--- src/rtl/cmu_param.sv ---
// Cache management unit: drives a direct-mapped write-back cache, does write-back/fill on miss, flushes lines on request.
// Latency: hits complete the same cycle; a miss costs one line transfer per memory phase plus one WAIT cycle.
// Backpressure: stall holds the CPU until its access completes; memory words advance only on mem_ack_i.
module cmu_param #(
   parameter int ADDR_BITS        = 32,
   parameter int INDEX_BITS       = 7,
   parameter int LINE_WORDS_WIDTH = 2,
   parameter int CNT_BITS         = 32,
   localparam int TAG_BITS        = ADDR_BITS - INDEX_BITS - LINE_WORDS_WIDTH - 2
) (
   input  logic                  clk,
   input  logic                  rst_n,
   input  logic [ADDR_BITS-1:0]  addr_rw,
   input  logic                  en_r,
   input  logic                  en_w,
   input  logic [2:0]            u_b_h_w,
   input  logic [31:0]           data_w,
   output logic [31:0]           data_r,
   output logic                  stall,
   input  logic                  flush_req,
   input  logic [ADDR_BITS-1:0]  flush_addr,
   output logic                  flush_done,
   input  logic                  clr_cnt,
   output logic [CNT_BITS-1:0]   hit_cnt,
   output logic [CNT_BITS-1:0]   miss_cnt,
   output logic [ADDR_BITS-1:0]  cache_addr,
   output logic                  cache_load,
   output logic                  cache_edit,
   output logic                  cache_store,
   output logic                  cache_invalid,
   output logic [2:0]            cache_u_b_h_w,
   output logic [31:0]           cache_din,
   input  logic                  cache_hit,
   input  logic                  cache_valid,
   input  logic                  cache_dirty,
   input  logic [TAG_BITS-1:0]   cache_tag,
   input  logic [31:0]           cache_dout,
   output logic                  mem_cs_o,
   output logic                  mem_we_o,
   output logic [ADDR_BITS-1:0]  mem_addr_o,
   output logic [31:0]           mem_data_o,
   input  logic [31:0]           mem_data_i,
   input  logic                  mem_ack_i,
   output logic [2:0]            cmu_state
);

   localparam int LINE_LSB = LINE_WORDS_WIDTH + 2;
   localparam int IDX_MSB  = LINE_LSB + INDEX_BITS - 1;

   typedef enum logic [2:0] {
      IDLE  = 3'd0,
      BACK  = 3'd1,
      FILL  = 3'd2,
      WAIT  = 3'd3,
      INVAL = 3'd4
   } state_t;

   state_t                      state, next_state;
   logic [LINE_WORDS_WIDTH-1:0] word_count;
   logic [ADDR_BITS-1:0]        op_addr;
   logic                        op_flush;

   logic                        cpu_req;
   logic                        last_word;
   logic                        hit_inc, miss_inc, flush_take, done_raw;
   logic [ADDR_BITS-1:0]        word_addr;

   assign cpu_req   = en_r | en_w;
   assign last_word = &word_count;
   assign word_addr = {op_addr[ADDR_BITS-1:LINE_LSB], word_count, 2'b00};

   always_comb begin
      next_state    = state;
      cache_addr    = addr_rw;
      cache_load    = 1'b0;
      cache_edit    = 1'b0;
      cache_store   = 1'b0;
      cache_invalid = 1'b0;
      cache_u_b_h_w = u_b_h_w;
      cache_din     = data_w;
      mem_cs_o      = 1'b0;
      mem_we_o      = 1'b0;
      mem_addr_o    = '0;
      done_raw      = 1'b0;
      hit_inc       = 1'b0;
      miss_inc      = 1'b0;
      flush_take    = 1'b0;
      case (state)
         IDLE: begin
            cache_load = en_r & ~en_w;
            cache_edit = en_w;
            if (cpu_req) begin
               if (cache_hit) begin
                  hit_inc = 1'b1;
               end else begin
                  miss_inc   = 1'b1;
                  next_state = (cache_valid & cache_dirty) ? BACK : FILL;
               end
            end else if (flush_req) begin
               flush_take = 1'b1;
               cache_addr = flush_addr;
               if (cache_valid & cache_dirty) next_state = BACK;
               else if (cache_valid)          next_state = INVAL;
               else                           done_raw   = 1'b1;
            end
         end
         BACK: begin
            cache_addr    = word_addr;
            cache_load    = 1'b1;
            cache_u_b_h_w = 3'b010;
            mem_cs_o      = 1'b1;
            mem_we_o      = 1'b1;
            // Victim address is rebuilt from the stored tag, not the requesting address.
            mem_addr_o    = {cache_tag, op_addr[IDX_MSB:LINE_LSB], word_count, 2'b00};
            if (mem_ack_i && last_word) next_state = op_flush ? INVAL : FILL;
         end
         FILL: begin
            cache_addr    = word_addr;
            cache_store   = mem_ack_i;
            cache_din     = mem_data_i;
            cache_u_b_h_w = 3'b010;
            mem_cs_o      = 1'b1;
            mem_addr_o    = word_addr;
            if (mem_ack_i && last_word) next_state = WAIT;
         end
         WAIT: begin
            cache_addr = op_addr;
            cache_load = en_r & ~en_w;
            cache_edit = en_w;
            next_state = IDLE;
         end
         INVAL: begin
            cache_addr    = op_addr;
            cache_invalid = 1'b1;
            done_raw      = 1'b1;
            next_state    = IDLE;
         end
         default: next_state = IDLE;
      endcase
   end

   // Reset must silence the flush pulse immediately, even from the IDLE invalid-line path.
   assign flush_done = done_raw & rst_n;
   assign stall      = cpu_req & (next_state != IDLE);
   assign data_r     = cache_dout;
   assign mem_data_o = cache_dout;
   assign cmu_state  = state;

   always_ff @(posedge clk or negedge rst_n) begin
      if (!rst_n) begin
         state      <= IDLE;
         word_count <= '0;
         op_addr    <= '0;
         op_flush   <= 1'b0;
         hit_cnt    <= '0;
         miss_cnt   <= '0;
      end else begin
         state <= next_state;
         // Wraps to zero on the last word, leaving the counter ready for the next phase.
         if ((state == BACK || state == FILL) && mem_ack_i)
            word_count <= word_count + 1'b1;
         if (miss_inc) begin
            op_addr  <= addr_rw;
            op_flush <= 1'b0;
         end else if (flush_take) begin
            op_addr  <= flush_addr;
            op_flush <= 1'b1;
         end
         if (clr_cnt) begin
            hit_cnt  <= '0;
            miss_cnt <= '0;
         end else begin
            if (hit_inc && !(&hit_cnt))   hit_cnt  <= hit_cnt + 1'b1;
            if (miss_inc && !(&miss_cnt)) miss_cnt <= miss_cnt + 1'b1;
         end
      end
   end

endmodule

--- config.mk ---
export PLATFORM = sky130hd
export DESIGN_NAME = cmu_param
export DESIGN_NICKNAME = d
export VERILOG_FILES = /design/src/rtl/cmu_param.sv
export SDC_FILE = /design/constraint.sdc
export NUM_CORES = 1
export LEC_CHECK = 0
export BUFFER_PORTS_ARGS = -buffer_cell sky130_fd_sc_hd__buf_2
export CORE_AREA = 2 2 169 171
export DETAILED_ROUTE_END_ITERATION = 7
export DIE_AREA = 0 0 171 173
export HOLD_SLACK_MARGIN = 0.03
export SYNTH_ARGS = -nofsm -noshare
export SYNTH_HDL_FRONTEND = slang
export SYNTH_SLANG_ARGS = --single-unit
--- constraint.sdc ---
create_clock -name clk -period 4.88 [get_ports clk]
set_clock_uncertainty 0.15 [all_clocks]
set_input_delay 0 -clock clk [delete_from_list [all_inputs] [get_ports clk]]
set_output_delay 0 -clock clk [all_outputs]
set_load 0.03 [all_outputs]
# Word-level counts from Yosys, hierarchy flattened
# Cells that the tools add are included.
dict set report totals {
  word_cells 81
  out_inout_bits 238
  ff_bits 102
  input_bits 194
}
dict set report classes {
  bitwise 6
  n_eq_ne 4
  n_mux 44
  n_reduce_logical 18
  add_sub_neg 3
}
# operator n
set ops {}
lappend ops {{32-bit two-way mux} 9}
lappend ops {{32-bit case mux with 3 select lines} 1}
lappend ops {{32-bit by 1-bit adder with 32-bit output (second input constant)} 2}
lappend ops {{32-bit case mux with 2 select lines} 1}
lappend ops {{32-bit AND reduction} 2}
lappend ops {{3-bit two-way mux} 9}
lappend ops {{1-bit two-way mux} 20}
lappend ops {{3-bit case mux with 3 select lines} 1}
lappend ops {{3-bit by 2-bit equality test with 1-bit output (second input constant)} 2}
lappend ops {{2-bit nonzero test} 3}
lappend ops {{2-bit OR reduction} 3}
lappend ops {{1-bit AND} 4}
lappend ops {{1-bit logical AND} 4}
lappend ops {{1-bit case mux with 2 select lines} 2}
lappend ops {{3-bit by 1-bit equality test with 1-bit output (second input constant)} 1}
lappend ops {{3-bit equality test (second input constant)} 1}
lappend ops {{3-bit zero test} 1}
lappend ops {{3-bit nonzero test} 1}
lappend ops {{2-bit by 1-bit adder with 2-bit output (second input constant)} 1}
lappend ops {{1-bit zero test} 2}
lappend ops {{2-bit two-way mux} 1}
lappend ops {{2-bit AND reduction} 1}
lappend ops {{1-bit logical OR} 1}
lappend ops {{1-bit inverter} 1}
lappend ops {{1-bit bitwise OR} 1}

# Longest topological paths before layout
# Gate-level depths: netlist (run 1).
dict set report depth {
  depth_word 7
  mapped_depth 9
  depth_no_buf 6
}

# Worst setup path before layout (run 1)
# Ideal clock, no wire load.
dict set report synth_path {
  kind {reg-to-reg}
  start {register state[1], in the netlist cmu_state[1]}
  end {register hit_cnt[29]}
  path_buffers 3
  path_slack_ps 2320
  path_stages_with_launch 9
  period_less_slack_ps 2560
  required_time_ps 4605
  setup_ps 125
  arrival_time_ps 2285
  cell_sequence {dfrtp_1 > buf_6 > or3_1 > buf_6 > nor4_4 > o2111ai_1 > buf_2 > nor4_1 > mux2_2}
}
dict set report synth_via {
  elab_chain_cells 4
}
# item line
set synth_rtl {}
lappend synth_rtl {{start: declaration} 58} ;# state_t state, next_state;
lappend synth_rtl {{start signal: assignment} 158} ;# state <= next_state;
lappend synth_rtl {{3-bit zero test} 88} ;# case (state)
lappend synth_rtl {{1-bit two-way mux} 88}
lappend synth_rtl {{1-bit logical AND} 173} ;# if (hit_inc && !(&hit_cnt)) hit_cnt <= hit_cnt + 1'b1;
lappend synth_rtl {{2-bit nonzero test (no line)} --}
lappend synth_rtl {{end signal: assignment} 173}
lappend synth_rtl {{end: declaration} 24} ;# output logic [CNT_BITS-1:0] hit_cnt,
# Every way passes these cells.
# A chain may end at the register's enable or synchronous reset.

# Worst setup path after layout (run 1)
dict set report layout_path {
  start {register state[2], in the netlist cmu_state[2]}
  end {output cache_addr[31]}
}
dict set report layout_via {
  elab_chain_cells 3
  word_cells_on_any_way 8
  classes_between {eq/ne (4); mux (1); reduce/logical (3)}
}
# item line
set layout_rtl {}
lappend layout_rtl {{3-bit equality test (tied with other cells)} 88}
lappend layout_rtl {{2-bit OR reduction (no line)} --}
lappend layout_rtl {{32-bit case mux with 3 select lines *} 88}
lappend layout_rtl {{end: declaration} 26} ;# output logic [ADDR_BITS-1:0] cache_addr,
# Mark *: on every way between the ends. The rest lies on a longest branch, timed or not.

==> flow_summary.toml, run 1 <==
[floorplan]
die_h_um = 173
initial_core_util_pct = 25.9
io_pins = 432
num_rows = 61
coreArea_um2 = 27600
dieArea_um2 = 29600
die_w_um = 171

[power]
p_leak_nw = 4.72
power_density_nw_per_um2 = 489
p_int_mw = 2.39
swShare_pct = 51.3
clkPwrFrac_pct = 16.7
ir_worst_vdd_v = 0.000354
p_seq_share_pct = 23.4
switching_power_mw = 2.52
comb_power_share_pct = 59.9
p_total_mw = 4.91

[timing]
rsz0062_at_grt = "no"
fin_crit_ns = 3.52
holdWs_ns = 0.0610
slew_violations = 0
worst_slew_pin_slew_ns = 1.28
fin_tns_setup_ns = 0
setup_viol = 0
fin_crit_sh_pct = 72.1
slew_headroom_pct = 14.3
fmax_mhz = 284
final-hold-violation-count = 0

[clock_network]
clock_latency_ns = 0.35
cts_htree_levels = 3
clkTransAtPathRegs_ns = 0.08
cts_tree = "done"
clockBufferDepth = 2
cts-buffers-inserted = 9
postCtsSetupBuffers = 0
cts.sink_count = 102
clockRootBuffer = "clkbuf_16"

[setup_path]
critical-path-top-delay-family = "simple AND/OR/NAND/NOR gates"
worstSetupStartpointType = "register"
critPathRequiredTime_ns = 4.73
path_buf_inv = 2
cp_slowest_cell = "a222oi_1"
path_cells = "or3_1 -> nand2b_1 -> nand2_1 -> a222oi_1 -> inv_1 -> buf_2"
slowest_delay_ns = 0.76
cp_max_fo = 32
arrival_ns = 3.37
worstSetupPathType = "register to output port"
endpoint_kind = "output port"

[synthesis]
synthXorXnorAreaFrac_pct = 0.367
synth.most_common_cell = "dfrtp_1"
yosysTopAreaCell = "dfrtp_1"
synthMuxAreaShare_pct = 6.27
synth_top_family_by_area = "simple AND/OR/NAND/NOR gates"
syn-cell-area_um2 = 7170
ys.flop_type = "dfrtp_1"
synth_compound_area_share_pct = 20.9
synth_edf_count = 0
avgSynthCellArea_um2 = 8.63
synth_commonest_cells = "dfrtp_1 (102), nand2_1 (97), buf_4 (67), a21oi_1 (55), clkbuf_1 (40)"
ys_types = 62
synth_area_leaders = "dfrtp_1 (36%), buf_4 (7.0%), mux2_2 (6.1%)"
synthSimpleGateAreaFrac_pct = 23.8
ys_warn_count = 0
synth_fa_ha_area_share_pct = 0.663
netlist_instances = 831
yosysTopAreaCellShare_pct = 35.6
async_reset_ff_share_pct = 100
yosysSeqAreaShare_pct = 35.6
ys_ff_latch = 102

[routing]
drc = 0
drt-pass1-iter-count = 6
drt-initial-drc-count = 739
vias_per_cell = 5.09
routed_wl_mm = 28.9
ant_nets = 0
num_vias = 7917
wire_per_inst_um = 18.6

[run]
cap_violations = 0

[grt]
gr-total-overflow = 0
grt.busiest_layer = "met2"
grt_pass1_vias = 7390
grt_use_met2_pct = 32.0
grt_pass1_wl_mm = 43.4
grt_max_degree = 57
use_met1_pct = 23.9
grt_usage_pct = 18.8
use_met3_pct = 3.91
antenna_found_initial = 4

[hold_path]
hold_class = "input pin to register"

[placement]
place_congestion = 0.877
hpwl_mm = 21.4
port_buffers = 333

[final_layout]
fillCellCount = 2884
drive_above_1_share_pct = 35.2
syn_to_final_growth_pct = 40.1
fin_util_pct = 36.3
layout.nets = 1364

[run_status]
status = "complete, no violations"
-- final cells by class --
cell class	instances	area [um^2]	area share, %
clock inverter	7	105	1.05
tap	378	473	4.71
clock buffer	9	225	2.24
sequential	102	2550	25.4
multi-input combinational	570	3760	37.5
inverter	39	146	1.46
antenna	4	10.0	0.0997
timing repair buffer	445	2770	27.6
-- placed cells by master (no fill, tap or decap), types with 3 or more instances in the layout --
master / instances
mux2_2: 39
buf_4: 10
dlygate4sd3_1: 103
nand2b_1: 4
o31ai_1: 21
nor4_1: 9
ha_1: 3
o21ai_0: 33
diode_2: 4
buf_2: 332
clkbuf_16: 9
a222oi_1: 29
dfrtp_1: 102
and4_1: 7
nand3_1: 28
nor2_1: 25
nor2b_1: 9
a221o_1: 6
inv_1: 39
a22oi_1: 31
a21oi_1: 55
a22o_1: 22
nand4_1: 24
and3_1: 9
and2_1: 18
or4_1: 25
nor3_1: 5
or3_1: 31
nand2_1: 97
-- layer usage --
metal / routed length [um] / up-vias / part of all wire [%]
li1: - / 3703 / -
met3: 2180 / 23 / 7.5
met2: 14400 / 368 / 50
met5: 0 / - / 0
met4: 446 / 0 / 1.5
met1: 11900 / 3823 / 41
-- final timing paths --
kind                         startpoint        endpoint  slack [ns]  cells after the start
setup / recovery           cmu_state[2]  cache_addr[31]        1.36                      6
hold reg to reg              op_addr[3]      op_addr[3]        0.35                      2
max in group asynchronous         rst_n     op_addr[23]        3.28                      3
hold / removal                  clr_cnt    miss_cnt[20]        0.06                      2
setup reg to reg           cmu_state[2]      op_addr[0]        1.37                      7
min in group asynchronous         rst_n     hit_cnt[24]        0.09                      2
-- logic make-up (layout without fill, tap and decap cells) --
group	Yosys count	in the layout
other cells	1	6
buf+inv	160	500
fa+ha+maj	4	4
simple gates	310	310
compound gates	211	211
xor+xnor	3	3
flops	102	102
mux	40	40
-- per-stage QoR --
step | std cells | area [um^2] | setup slack (ns)
global route | 1554 | 10000 | 1.14
finish | 1554 | 10000 | 1.36
detailed placement | 1431 | 8670 | 1.45
floorplan | 832 | 7170 | 2.32
CTS | 1550 | 10000 | 1.32
global placement | 1431 | 8670 | 1.55
-- registers in the layout (all words and copies together) (netlist names) --
name and flops:
cmu_state 3, op_flush 1, miss_cnt 32, word_count 2, op_addr 32, hit_cnt 32
-- worst reg2reg max path, stage by stage (launching register included) --
cell	delay [ns]
dfrtp_1	0.54
or3_1	0.58
nor3_4	0.40
buf_4	0.52
nor2_2	0.06
buf_4	0.26
a221o_1	0.33
dlygate4sd3_1	0.55
-- power by group through the flow --
stage / clock (mW) / combinational (mW) / sequential [mW]
2_1_floorplan: 0 / 2.01 / 1.13
3_3_place_gp: 0 / 2.75 / 1.15
3_5_place_dp: 0 / 2.76 / 1.15
4_1_cts: 0.850 / 2.95 / 1.14
5_1_grt: 0.881 / 3.13 / 1.17
6_report: 0.818 / 2.94 / 1.15
-- what timing repair did --
action	CTS	global route
endpoints found under the setup margin	0	0
gates resized for setup	0	0
hold buffers	103	0
hold endpoints to repair	153	0
No activity file was read; power rests on OpenSTA's default activity.
==> inputs of run 2 (changes only) <==
- clock period: 4.88 -> 3.19 ns (I/O delays scaled with it)
==> run 2 against run 1 <==
Against the previous run: routed wire length grew 0.50%; combinational power is 56% higher; worst setup slack got worse by 1.2 ns; die area unchanged; flip-flop and latch count stayed put; worst hold slack improved by 0.023 ns; critical endpoint is now op_addr[0]; largest power group unchanged.
==> flow_summary.toml, run 2 (same netlist as run 1, synthesis figures left out) <==
[run_status]
status = "complete, no violations"

[timing]
fin_crit_ns = 3.06
final-hold-violation-count = 0
rsz0062_at_grt = "no"
slew_headroom_pct = 38.3
fin_crit_sh_pct = 95.9
fin_tns_setup_ns = 0
setup_viol = 0
holdWs_ns = 0.0838
fmax_mhz = 327
slew_violations = 0
worst_slew_pin_slew_ns = 0.925

[routing]
wire_per_inst_um = 18.6
routed_wl_mm = 29.1
drt-initial-drc-count = 606
num_vias = 8005
ant_nets = 0
drt-pass1-iter-count = 7
drc = 0
vias_per_cell = 5.12

[setup_path]
critPathRequiredTime_ns = 3.26
cp-startpoint = "cmu_state[1]"
worstSetupStartpointType = "register"
r2r-start = "cmu_state[1]"
cp_max_fo = 44
worst-r2r-setup-slack_ns = 0.13
worstSetupPathType = "register to register"
reg2reg_depth = 6
endpoint_kind = "register"
arrival_ns = 3.13
crit_end = "op_addr[0]"
rr_endpoint = "op_addr[0]"

[final_layout]
largestRegisters = "hit_cnt: 32 flops, miss_cnt: 32 flops, op_addr: 32 flops"
final_common_cell = "buf_2"
drive_above_1_share_pct = 35.6
layout.nets = 1373
syn_to_final_growth_pct = 41.1
final_cell_mix = "buf_2 (332), dlygate4sd3_1 (103), dfrtp_1 (102)"

[power]
p_leak_nw = 4.77
swShare_pct = 51.8
power_density_nw_per_um2 = 739
clkPwrFrac_pct = 15.3
switching_power_mw = 3.87
comb_power_share_pct = 61.5
p_int_mw = 3.60
ir_worst_vdd_v = 0.000471
p_seq_share_pct = 23.2

[placement]
hpwl_mm = 21.5
place_congestion = 0.865
port_buffers = 333

[clock_network]
cts.sink_count = 102
clkTransAtPathRegs_ns = 0.08
clock_latency_ns = 0.35
clockRootBuffer = "clkbuf_16"
clockBufferDepth = 2
cts-buffers-inserted = 9
cts_tree = "done"
cts_htree_levels = 3

[floorplan]
initial_core_util_pct = 25.9
die_h_um = 173
die_w_um = 171
io_pins = 432
coreArea_um2 = 27600
dieArea_um2 = 29600
num_rows = 61

[run]
cap_violations = 0

[grt]
gr-total-overflow = 0
grt_pass1_vias = 7749
grt_pass1_wl_mm = 44.1
grt_max_degree = 63
antenna_found_initial = 3
grt_usage_pct = 19.0

[hold_path]
hold_class = "input pin to asynchronous set/reset pin"
[run 2: metrics by stage]
stage                     setup slack [ns]  cells  cell area [um^2]  utilization [%]  power (mW)
after detailed placement             0.485   1440              8770             31.8        6.05
after global placement               0.528   1440              8770             31.8        6.05
final                                0.131   1562             10100             36.6        7.47
after floorplan                      0.630    832              7170                -        4.80
after CTS                            0.146   1559             10100             36.6        7.52
after global routing                0.0165   1560             10100             36.6        7.90
[run 2: what timing repair did]
action                                  4_1_cts  5_1_grt
hold buffers                                103        0
hold endpoints to repair                    154        0
gates resized for setup                       0        0
endpoints found under the setup margin        0        0
setup buffers                                 0        0
[run 2: layout make-up]
class,count,area (um^2)
repair buffers,454,2870
diodes,3,7.51
clock buffers,11,253
well taps,378,473
fillers,2912,17500
inverters,39,146
flip-flops and latches,102,2550
clock inverters,5,47.5
multi-input cells,570,3760
[run 2: power groups by stage]
stage / clock network, mW / registers [mW] / logic (mW)
4_1_cts: 1.20 / 1.72 / 4.60
3_3_place_gp: 0 / 1.74 / 4.31
3_5_place_dp: 0 / 1.74 / 4.31
2_1_floorplan: 0 / 1.72 / 3.08
5_1_grt: 1.24 / 1.76 / 4.90
6_report: 1.14 / 1.73 / 4.60
[run 2: per-layer routing]
| layer | vias to the layer above | wire length (um) | track usage, % |
|---|---|---|---|
| li1 | 3729 | - | - |
| met1 | 3892 | 11700 | 23.4 |
| met2 | 347 | 14700 | 32.9 |
| met3 | 37 | 2040 | 4.51 |
| met4 | 0 | 623 | 4.94 |
| met5 | - | 0 | 0 |
[run 2: worst min-delay path by stage]
stage	start	end	cells past startpoint
2_1_floorplan	rst_n	cmu_state[0]	0
3_3_place_gp	cache_dout[30]	mem_data_o[30]	0
3_5_place_dp	cache_dout[30]	mem_data_o[30]	0
4_1_cts	en_r	op_flush	5
5_1_grt	rst_n	hit_cnt[24]	2
6_report	rst_n	hit_cnt[24]	2
[run 2: critical path, stage by stage, from the launching register on]
cell and delay [ns]:
dfrtp_1 0.37, or3_1 0.58, nor3_4 0.39, buf_12 0.27, nor2_2 0.23, a221o_1 0.35, dlygate4sd3_1 0.57
